File: config.mk
export PLATFORM = sky130hd
export DESIGN_NAME = dir_input_conditioner
export DESIGN_NICKNAME = d
export VERILOG_FILES = /design/src/rtl/dir_input_conditioner.sv
export SDC_FILE = /design/constraint.sdc
export NUM_CORES = 1
export LEC_CHECK = 0
export ABC_AREA = 1
export CORE_AREA = 3 3 65 67
export DETAILED_ROUTE_END_ITERATION = 10
export DIE_AREA = 0 0 68 70
export GPL_TIMING_DRIVEN = 0
export PLACE_DENSITY_LB_ADDON = 0.08
export SYNTH_ARGS = -nofsm -noshare
export SYNTH_HDL_FRONTEND = slang
export SYNTH_SLANG_ARGS = --single-unit
File: constraint.sdc
create_clock -name clk -period 3 [get_ports clk]
set_input_delay 0.6 -clock clk [delete_from_list [all_inputs] [get_ports clk]]
set_output_delay 0.6 -clock clk [all_outputs]
set_load 0.02 [all_outputs]
File: src/rtl/dir_input_conditioner.sv
// Turns four raw, bouncing direction buttons into clean single-cycle N/S/E/W
// move pulses for the room FSM. Chords are rejected and the block locks on game over.
module dir_input_conditioner #(
  parameter int DEBOUNCE_CYCLES = 16
) (
  input  logic       clk,
  input  logic       reset,
  input  logic       btn_n,
  input  logic       btn_s,
  input  logic       btn_e,
  input  logic       btn_w,
  input  logic       game_over,
  output logic       N,
  output logic       S,
  output logic       E,
  output logic       W,
  output logic [7:0] moves
);

  localparam int CW = $clog2(DEBOUNCE_CYCLES) + 1;
  localparam logic [CW-1:0] CNT_MAX = CW'(DEBOUNCE_CYCLES - 1);

  typedef enum logic [1:0] {
    IDLE,
    HELD,
    LOCKED
  } state_t;

  // Bit order everywhere is {n, s, e, w}.
  logic [3:0]    raw;
  logic [3:0]    sync1;
  logic [3:0]    sync2;
  logic [3:0]    d;
  logic [CW-1:0] cnt [4];

  state_t     state;
  state_t     state_nxt;
  logic [3:0] pulse;
  logic [3:0] pulse_nxt;
  logic       accept;
  logic       one_hot;
  logic       any_set;

  assign raw = {btn_n, btn_s, btn_e, btn_w};

  always_ff @(posedge clk or posedge reset) begin
    if (reset) begin
      sync1 <= '0;
      sync2 <= '0;
    end else begin
      // NOTE: non-blocking assignments make sync2 take the old sync1, giving
      // a true two-stage chain; blocking would collapse it to one flop.
      sync1 <= raw;
      sync2 <= sync1;
    end
  end

  always_ff @(posedge clk or posedge reset) begin
    if (reset) begin
      d <= '0;
      // NOTE: the counter array is small register state, not RAM, so it is
      // cleared by the asynchronous reset like every other flop here.
      for (int i = 0; i < 4; i++) cnt[i] <= '0;
    end else begin
      for (int i = 0; i < 4; i++) begin
        if (sync2[i] == d[i]) begin
          cnt[i] <= '0;
        end else if (cnt[i] == CNT_MAX) begin
          d[i]   <= sync2[i];
          cnt[i] <= '0;
        end else begin
          cnt[i] <= cnt[i] + CW'(1);
        end
      end
    end
  end

  assign any_set = (d != 4'd0);
  assign one_hot = any_set && ((d & (d - 4'd1)) == 4'd0);

  always_comb begin
    // NOTE: every output of this block gets a default first so no path
    // through the case leaves it unassigned, which would infer a latch.
    state_nxt = state;
    pulse_nxt = '0;
    accept    = 1'b0;
    unique case (state)
      IDLE: begin
        if (game_over) begin
          state_nxt = LOCKED;
        end else if (one_hot) begin
          pulse_nxt = d;
          accept    = 1'b1;
          state_nxt = HELD;
        end else if (any_set) begin
          state_nxt = HELD;
        end
      end
      HELD: begin
        if (game_over) state_nxt = LOCKED;
        else if (!any_set) state_nxt = IDLE;
      end
      LOCKED:  state_nxt = LOCKED;
      default: state_nxt = IDLE;
    endcase
  end

  always_ff @(posedge clk or posedge reset) begin
    if (reset) begin
      state <= IDLE;
      pulse <= '0;
      moves <= '0;
    end else begin
      state <= state_nxt;
      pulse <= pulse_nxt;
      if (accept && (moves != 8'hFF)) moves <= moves + 8'd1;
    end
  end

  assign {N, S, E, W} = pulse;

endmodule

==> metrics.cfg <==
[outcome]
status = finished, final reports clean

[placed_design]
dp_hpwl_um = 2257
io_buffers = 18
gp_congestion = 0.7167
dp_cells = 285

[clock_network]
worstSkewPairLatency_ns = 0.29
cts.sinks = 46
clk_root_buffer_cell = clkbuf_8
cts_setup_buffers = 0
cts_resized = 0
htree_levels = 2
numCtsBuffers = 5
path_clk_slew_ns = 0.08
cts_tree = built
hold_buffers = 0
clk_path_buf_depth = 2

[logic_synthesis]
yosysSeqAreaShare_pct = 57.64
synth_most_common_cell = nand2_1
yosysWarnings = 0
netlist.area_leader.share_pct = 57.64
syn_nets = 230
syn_area_um2 = 1997
synth_area_per_cell_um2 = 9.160
synthTopCellsByCount = 55 x nand2_1, 46 x dfrtp_1, 34 x nor2_1
synth.area.top_cells = dfrtp_1 58%, nand2_1 10%, nor2_1 6.4%
synth_edf_count = 0
synthFlopType = dfrtp_1
yosysTopAreaCell = dfrtp_1
synth_async_sr_flop_share_pct = 100.0
synth_cells = 218
ys_types = 20
ys_ff_latch = 46

[hold_path]
hold_path_class = register to register

[pwr]
power_density_nw_per_um2 = 469.0
vdd_drop_max_v = 0.0002877
p_total_uw = 1108
leakage_uw = 0.001128

[die]
die-height_um = 70
io_pins = 19
rows = 22
coreArea_um2 = 3689
dieArea_um2 = 4760
initial_core_util_pct = 54.14
die_w_um = 68

[cells_and_area]
final_util_pct = 64.04
area_delta_synth_final_pct = 18.30
multi_input_area_um2 = 744.5
fin_nets = 256
drive_gt1_share_pct = 6.939
n_antenna_cell = 0
register_area_um2 = 1151
final.fill_count = 321
final_cells = 293

[timing]
slew_viol_final = 0
setup_tns_ns = 0
worst_pin_slew_ns = 0.3311
rsz0062_at_grt = false
relSlewSlack_pct = 77.77
fmaxAchievable_ghz = 0.5010
hold_viol_final = 0
finalCriticalPeriod_ns = 1.996
fin_worst_skew_ns = 0.004816
fin_crit_sh_pct = 66.54
finalSetupViolations = 0

[route]
drtIter0Drc = 79
drt_first_pass_iters = 4
drt-total-wl_um = 3082
wl_per_cell_um = 10.52
via_count = 1364
drcViolationCount = 0
ant_nets = 0
viasPerCell = 4.655

[setup_path]
worstPathRequired_ns = 2.40
cp-start-kind = register
critical_path_peak_fanout = 6
critPathTopFamily = buffers and inverters
path_buf_inv = 1
slowest_stage = clkdlybuf4s50_1
worstSetupEndpointType = primary output
crit_path_max_incr_delay_ns = 0.64
crit_chain = clkdlybuf4s50_1
arrival_ns = 1.40
critical_path_class = register to primary output

[global_route]
grt_usage_pct = 14.86
grt_overflow = 0
grt_antenna_before_repair = 0
grt_pass1_vias = 1255
grt_max_degree = 40
grt_pass1_wl_um = 5430

[run]
drv_cap = 0

where the power goes:
part	internal (uW)	switching (uW)	leakage, uW
Clock	211	196	0.0000544
Sequential	638	11.4	0.000609
Combinational	23.0	28.4	0.000465
Total	872	236	0.00113
area by class of cell:
cell class / instances / share of cell area, %
clock buffer: 7 / 4.078
clock inverter: 1 / 0.3708
sequential: 46 / 48.73
tap: 48 / 2.542
inverter: 27 / 4.290
timing repair buffer: 19 / 8.475
multi-input combinational: 145 / 31.51
stage by stage:
step / area, um2 / hold WS, ns / setup slack, ns
2_1_floorplan: 1997 / 0.3312 / 1.312
3_3_place_gp: 2237 / 0.3346 / 0.4276
3_5_place_dp: 2257 / 0.3347 / 1.160
4_1_cts: 2362 / 0.3531 / 0.9915
5_1_grt: 2362 / 0.3602 / 0.9496
6_report: 2362 / 0.3513 / 1.004
metal layers:
metal  part of all wire (%)  track usage, %  vias to the layer above  wire length (um)
met5                      0               0                        -                 0
met4                   0.94           4.636                        0                29
met3                    4.1           4.984                        4               125
met2                     44           22.16                       19              1354
met1                     51           20.25                      615              1572
li1                       -               -                      726                 -
flip-flops by register name (all words and copies together), names as in the netlist:
signal,flops
cnt,20
d,4
sync2,4
sync1,4
moves,8
pulse,4
state,2
placed cells by master, fill, tap and decap left out:
cell type	synthesis	layout
nand2b_1	3	3
nand2_1	55	55
dfrtp_1	46	46
nand3_4	2	2
o21ai_0	1	1
nor2_4	2	2
ha_1	5	5
nor3b_1	3	3
and3_1	1	1
a21oi_1	6	6
clkbuf_8	0	7
nor2_1	34	34
inv_1	25	24
nor3_1	4	4
nand3b_1	1	1
xnor2_1	5	5
clkdlybuf4s50_1	0	18
inv_2	2	3
and2_1	1	1
xor2_1	5	5
clkinv_4	0	1
buf_12	0	1
nand3_1	16	16
nand2_2	1	1
worst paths after layout:
check                           cells after the start  slack [ns]      from        to
worst max-delay path                                1        1.00  moves[2]  moves[2]
worst min-delay path                                0        0.35  sync1[1]  sync2[1]
worst max register to register                      7        1.57  moves[0]  moves[5]
worst min register to register                      0        0.35  sync1[1]  sync2[1]
max in group asynchronous                           3        2.04     reset  sync2[2]
min in group asynchronous                           2        0.52     reset   cnt[12]
cells by family after synthesis:
kind of cell    after synthesis  synth area share, %
compound gates                7                1.754
xor+xnor                     10                4.386
fa+ha+maj                     5                3.133
buf+inv                      27                5.075
flops                        46                57.64
simple gates                123                28.01
Note: power is estimated with default switching activity, not from simulation.
